File: src/rtl/char_draw_sched.sv
// Round-robin glyph draw scheduler: scans an 8x10 cell per request and emits plots.
// Optional CHAR_DRAW_BG_FILL_EN: plot every scan pixel, using BG_COLOUR off-glyph.
module char_draw_sched #(
    parameter int         CELL_W    = 8,
    parameter int         CELL_H    = 10,
    parameter logic [5:0] BG_COLOUR = 6'b000000
) (
    input  logic       clock,
    input  logic       reset,
    input  logic [1:0] req,
    input  logic [7:0] req0_x,
    input  logic [7:0] req0_y,
    input  logic [5:0] req0_code,
    input  logic [7:0] req1_x,
    input  logic [7:0] req1_y,
    input  logic [5:0] req1_code,
    output logic [1:0] grant,
    output logic       busy,
    output logic       done,
    output logic [5:0] glyph_code,
    output logic [7:0] glyph_x,
    output logic [7:0] glyph_y,
    output logic [7:0] scan_x,
    output logic [7:0] scan_y,
    input  logic       glyph_enable,
    input  logic [5:0] glyph_colour,
    output logic [7:0] plot_x,
    output logic [7:0] plot_y,
    output logic [5:0] plot_colour,
    output logic       plot
);

    typedef enum logic [1:0] {IDLE, SCAN, DONE} state_t;

    localparam logic [7:0] COL_LAST = 8'(CELL_W - 1);
    localparam logic [7:0] ROW_LAST = 8'(CELL_H - 1);

    state_t     state;
    logic [7:0] col;
    logic [7:0] row;
    logic       last_grant;
    logic       win;
    logic [5:0] pix_colour;

    assign busy   = (state != IDLE);
    assign scan_x = glyph_x + col;
    assign scan_y = glyph_y + row;

    // With both requesting, the one not served last wins.
    always_comb begin
        win = 1'b0;
        if (req == 2'b01)
            win = 1'b0;
        else if (req == 2'b10)
            win = 1'b1;
        else
            win = ~last_grant;
    end

    // Colour is only meaningful when a plot is issued.
    assign pix_colour = glyph_enable ? glyph_colour : BG_COLOUR;

    always_ff @(posedge clock) begin
        if (reset) begin
            state       <= IDLE;
            col         <= '0;
            row         <= '0;
            last_grant  <= 1'b1;
            grant       <= '0;
            done        <= 1'b0;
            plot        <= 1'b0;
            plot_x      <= '0;
            plot_y      <= '0;
            plot_colour <= '0;
            glyph_code  <= '0;
            glyph_x     <= '0;
            glyph_y     <= '0;
        end else begin
            grant <= '0;
            done  <= 1'b0;
            plot  <= 1'b0;
            unique case (state)
                IDLE: begin
                    if (req != 2'b00) begin
                        glyph_code <= win ? req1_code : req0_code;
                        glyph_x    <= win ? req1_x : req0_x;
                        glyph_y    <= win ? req1_y : req0_y;
                        last_grant <= win;
                        grant      <= win ? 2'b10 : 2'b01;
                        col        <= '0;
                        row        <= '0;
                        state      <= SCAN;
                    end
                end
                SCAN: begin
`ifdef CHAR_DRAW_BG_FILL_EN
                    plot        <= 1'b1;
`else
                    plot        <= glyph_enable;
`endif
                    plot_x      <= scan_x;
                    plot_y      <= scan_y;
                    plot_colour <= pix_colour;
                    if (col == COL_LAST) begin
                        col <= '0;
                        if (row == ROW_LAST) begin
                            row   <= '0;
                            done  <= 1'b1;
                            state <= DONE;
                        end else begin
                            row <= row + 8'd1;
                        end
                    end else begin
                        col <= col + 8'd1;
                    end
                end
                DONE: state <= IDLE;
                default: state <= IDLE;
            endcase
        end
    end

endmodule

File: config.mk
export PLATFORM = sky130hd
export DESIGN_NAME = char_draw_sched
export DESIGN_NICKNAME = d
export VERILOG_FILES = /design/src/rtl/char_draw_sched.sv
export SDC_FILE = /design/constraint.sdc
export NUM_CORES = 1
export LEC_CHECK = 0
export ABC_CLOCK_PERIOD_IN_PS = 2800
export BUFFER_PORTS_ARGS = -buffer_cell sky130_fd_sc_hd__buf_2
export CORE_MARGIN = 4
export CORE_UTILIZATION = 40
export CTS_CLUSTER_SIZE = 30
export DETAILED_ROUTE_END_ITERATION = 12
export GPL_ROUTABILITY_DRIVEN = 0
export GPL_TIMING_DRIVEN = 0
export PLACE_DENSITY_LB_ADDON = 0.1
export SYNTH_ARGS = -nofsm -noshare
export SYNTH_HDL_FRONTEND = slang
export SYNTH_SLANG_ARGS = --single-unit
File: constraint.sdc
create_clock -name clock -period 2.8 [get_ports clock]
set_input_delay 0.14 -clock clock [delete_from_list [all_inputs] [get_ports clock]]
set_output_delay 0.14 -clock clock [all_outputs]
set_load 0.05 [all_outputs]
=== After elaboration in Yosys (flattened, before gate mapping) ===
Index checks and enable logic that the tools add are counted.

* Eq/ne operators: 8
* Reduce and logical (&&, ||, !) cells: 11
* Bitwise logic cells: 5
* Multiplexer cells: 18
* $add $sub $neg: 4

{| class="wikitable"
|+ Operators with widths
! operator !! number
|-
| two-way mux 8 bit || 6
|-
| one-hot mux 8 bit (2 select lines) || 2
|-
| adder 8 x 1 -> 8 bit (second input constant) || 2
|-
| adder 8 bit || 2
|-
| two-way mux 6 bit || 2
|-
| equality test 8 x 3 -> 1 bit (second input constant) || 1
|-
| equality test 8 x 4 -> 1 bit (second input constant) || 1
|-
| two-way mux 2 bit || 4
|-
| inequality test 2 bit (second input constant) || 3
|-
| AND reduction 3 bit || 2
|-
| nonzero test 2 bit || 3
|-
| OR reduction 3 bit || 2
|-
| inverter 1 bit || 5
|-
| equality test 2 x 1 -> 1 bit (second input constant) || 2
|-
| one-hot mux 2 bit (2 select lines) || 1
|-
| AND reduction 2 bit || 2
|-
| two-way mux 1 bit || 3
|-
| equality test 2 bit (second input constant) || 1
|-
| logical NOT 2 bit || 1
|-
| OR reduction 2 bit || 1
|}

* Output and inout port bits: 65
* Register bits: 67

=== Depth between registers and ports, before layout ===
* Depth after elaboration: 4
* Depth in mapped cells: 8
* Depth with buffers taken out: 8

=== Least setup slack after synthesis ===
No wires, ideal clock.

* Path kind: register to register
* From: register glyph_y[0]
* To: register plot_y[4]
* Buffers on the path: 0
* Library setup time: 0.061 ns
* Arrival: 2.802 ns
* Cell stages (with the launch flop): 9
* Path slack: -0.063 ns
* Required time: 2.739 ns
* Cells stage by stage: dfxtp_1 > ha_1 > inv_1 > fa_1 > nor2b_1 > o21ai_0 > nor2b_1 > xnor2_1 > a31o_2

* Cells in the longest elaborated chain, start to end: 1

{| class="wikitable"
|+ Ends and longest elaborated chain
! item !! line !! source
|-
| start: declaration || 22 || <nowiki>output logic [7:0] glyph_y,</nowiki>
|-
| start signal: assignment || 87 || <nowiki>glyph_y <= win ? req1_y : req0_y;</nowiki>
|-
| adder 8 bit || 47 || <nowiki>assign scan_y = glyph_y + row;</nowiki>
|-
| named net scan_y[4] || 24 || <nowiki>output logic [7:0] scan_y,</nowiki>
|-
| end signal: assignment || 102 || <nowiki>plot_y <= scan_y;</nowiki>
|-
| end: declaration || 28 || <nowiki>output logic [7:0] plot_y,</nowiki>
|}

The timed path passes the listed nets, and every way through them passes these cells.
A chain may end at the register's enable or synchronous reset.

=== Worst setup path after layout ===
* From: register col[0]
* To: output scan_x[6]

* Cells in the longest elaborated chain, start to end: 1

{| class="wikitable"
|+ Ends and longest elaborated chain
! item !! line !! source
|-
| start: declaration || 39 || <nowiki>logic [7:0] col;</nowiki>
|-
| start signal: assignment || 114 || <nowiki>col <= col + 8'd1;</nowiki>
|-
| adder 8 bit || 46 || <nowiki>assign scan_x = glyph_x + col;</nowiki>
|-
| end: declaration || 23 || <nowiki>output logic [7:0] scan_x,</nowiki>
|}

Every way passes these cells.

==> out/qor.txt <==
FILL cells: 813
cell accounting for the most synthesized area: dfxtp_1
Final Cycle Share: 93.3%
Synth Area in XOR/XNOR: 3.30%
minimum clock period: 2.61 ns
worst path required time: 2.66 ns
Power Density: 604 nW/µm²
placed cell count: 627
CP startpoint kind: flip-flop
DIE HEIGHT: 101 µm
starting density of the core: 41.6%
worst-path cell chain: ha_1 > inv_1 > fa_1 > nor2b_1 > o21ai_0 > a21oi_1 > nor2_1 > xnor2_1 > buf_2
initial antenna violation count: 0
Die W: 101 µm
Seq cells post-synth: 67
Diodes inserted: 0
grt total ovfl: 0
status: finished, final reports clean
layout cell share with drive strength beyond 1: 27.2%
largest family of logic cells by synthesized area: simple AND/OR/NAND/NOR gates
number of max-cap violations: 0
largest net degree at the start of global routing: 11
mux contribution to synthesized area: 6.38%
Setup TNS: 0 ns
WL final: 10200 µm
vias post-DR: 3389
Synth top area share: 38.9%
hpwl dp: 7700 µm
hold crit path type: in -> reg
crit end category: primary output
synthesized instance count: 403
Worst Tran Pin Value: 0.708 ns
Fin. Hold Viols: 0
TritonCTS Buffers: 9
Setup CP Type: reg -> out
CP Max Fanout: 5
# IOs: 120
synthesized area per cell: 8.56 µm²
ys async rst share: 0%
Area after DPL: 4190 µm²
Synth area leaders: dfxtp_1 39%, mux2i_1 6.4%, ha_1 6.2%, a211oi_1 5.9%, nor2_1 5.2%
number of synthesized flops with an enable pin: 0
commonest non-fill, non-tap cell in the layout: buf_2
first-pass GRT wire length: 16500 µm
register area share after synthesis: 38.9%
largest buffer count on any clock path: 2
Initial DRT Pass Iterations: 4
Area growth, synth to finish: 27.2%
CTS tree: built
P_leak: 2.07 nW
DRT iter0 DRCs: 162
Post-Synth Adder-Cell Area: 7.62%
num rows: 33
Synth cell types: 48
H-tree depth: 3
unrepaired setup endpoints after global routing: no
worst vdd ir: 0.272 mV
crit-path max cell delay: 0.42 ns
Compound-Gate Fraction of Synth Area: 19.0%
Design Area, Final: 4390 µm²
Placeable Area: 8300 µm²
Syn Std Cell Area: 3450 µm²
Reg clk slew, reported paths: 0.07 ns
Top FF cell, synth: dfxtp_1
Tot GR Track Use: 20.7%
Worst slew margin: 52.8%
simple-gate portion of the synthesized area: 20.6%
vias in the first global route: 3222
CTS root buf: clkbuf_8
fin. max-slew vios: 0
Setup Skew: 0.00362 ns
crit path DAT: 2.47 ns
final count of negative-setup-slack endpoints: 0
clock sinks: 67
Achievable Freq: 383 MHz
Worst-Skew Late Latency: 0.35 ns
most frequent cells in the layout: 120 x buf_2, 67 x dfxtp_1, 48 x nor2_1
Total Die Area: 10200 µm²
PortBufs: 119
Mapped Nets: 477
warning count from the yosys run: 0
final cell count without fillers: 642
Remaining DRCs: 0
Post-DRT Antenna Nets: 0
WL/cell: 16.0 µm
slowest cell on the critical path: fa_1
nets@finish: 607
drt via density: 5.28
==> timing repair <==
item	in CTS	in global routing
hold buffers	0	0
resized for setup	0	1
setup endpoints to repair	0	1
buffers inserted	0	0
==> final cells by class <==
type                       instances  area (µm²)  area share, %
multi-input combinational        300        1980           45.1
sequential                        67        1340           30.6
timing repair buffer             119         598           13.6
clock buffer                      13         159           3.62
tap                              105         131           2.99
buffer                            25         104           2.37
inverter                          11        41.3          0.941
clock inverter                     2        35.0          0.798
==> routing by layer <==
layer	part of all wire, %	GRT usage, %	vias up
met3	8.1	4.64	15
met1	48	29.1	1538
li1	-	-	1711
met2	42	31.0	125
met4	1.7	7.36	0
met5	0	0	-
==> registers in the layout, summed over array words and instances (netlist names) <==
name and count:
col 8, done 1, glyph_code 6, glyph_x 8
glyph_y 8, grant 2, last_grant 1, plot 1
plot_colour 6, plot_x 8, plot_y 8, row 8
state 2
==> cell usage after synthesis (all sizes together), types with 9 or more instances <==
master / count
inv: 11
nor2: 48
mux2i: 22
xnor2: 9
and3: 9
dfxtp: 67
a211oi: 27
clkbuf: 17
nand2: 32
nor3: 11
nand3: 11
o21ai: 18
a21oi: 33
ha: 17
==> cell families after synthesis <==
| kind of cell | Yosys count |
|---|---|
| compound gates | 102 |
| xor+xnor | 13 |
| fa+ha+maj | 20 |
| buf+inv | 36 |
| flops | 67 |
| mux | 22 |
| simple gates | 143 |
==> final timing paths <==
kind,from,endpoint,slack (ns),depth (start not counted)
max reg2reg,row[0]$_SDFFE_PP0P_,row[2]$_SDFFE_PP0P_,0.50,7
min reg2reg,plot_colour[3]$_SDFFE_PP0P_,plot_colour[3]$_SDFFE_PP0P_,0.45,2
min,glyph_colour[4],plot_colour[4]$_SDFFE_PP0P_,0.05,3
max,col[0]$_SDFFE_PP0P_,scan_x[6],0.19,9
==> per-stage QoR <==
stage / worst slack [ns] / util, % / hold WS (ns) / power, mW
global placement: 0.557 / 50.5 / 0.415 / 1.83
CTS: 0.178 / 52.8 / 0.0460 / 2.66
global route: 0.00249 / 52.9 / 0.0593 / 2.76
floorplan: 0.0260 / - / 0.286 / 1.63
detailed placement: 0.560 / 50.5 / 0.417 / 1.84
finish: 0.189 / 52.9 / 0.0478 / 2.65
==> power breakdown <==
| group | internal (mW) | switching, mW | leakage [nW] |
|---|---|---|---|
| Clock | 0.455 | 0.380 | 0.0995 |
| Combinational | 0.204 | 0.549 | 1.42 |
| Sequential | 1.01 | 0.0474 | 0.549 |
==> worst max-delay path: cells and delay by family (launching register included) <==
| family | cells | cell delay [ns] |
|---|---|---|
| fa+ha+maj | 2 | 0.65 |
| flops | 1 | 0.41 |
| compound gates | 2 | 0.37 |
| buf+inv | 2 | 0.34 |
| simple gates | 2 | 0.20 |
| xor+xnor | 1 | 0.14 |
No activity file was read; power rests on OpenSTA's default activity.
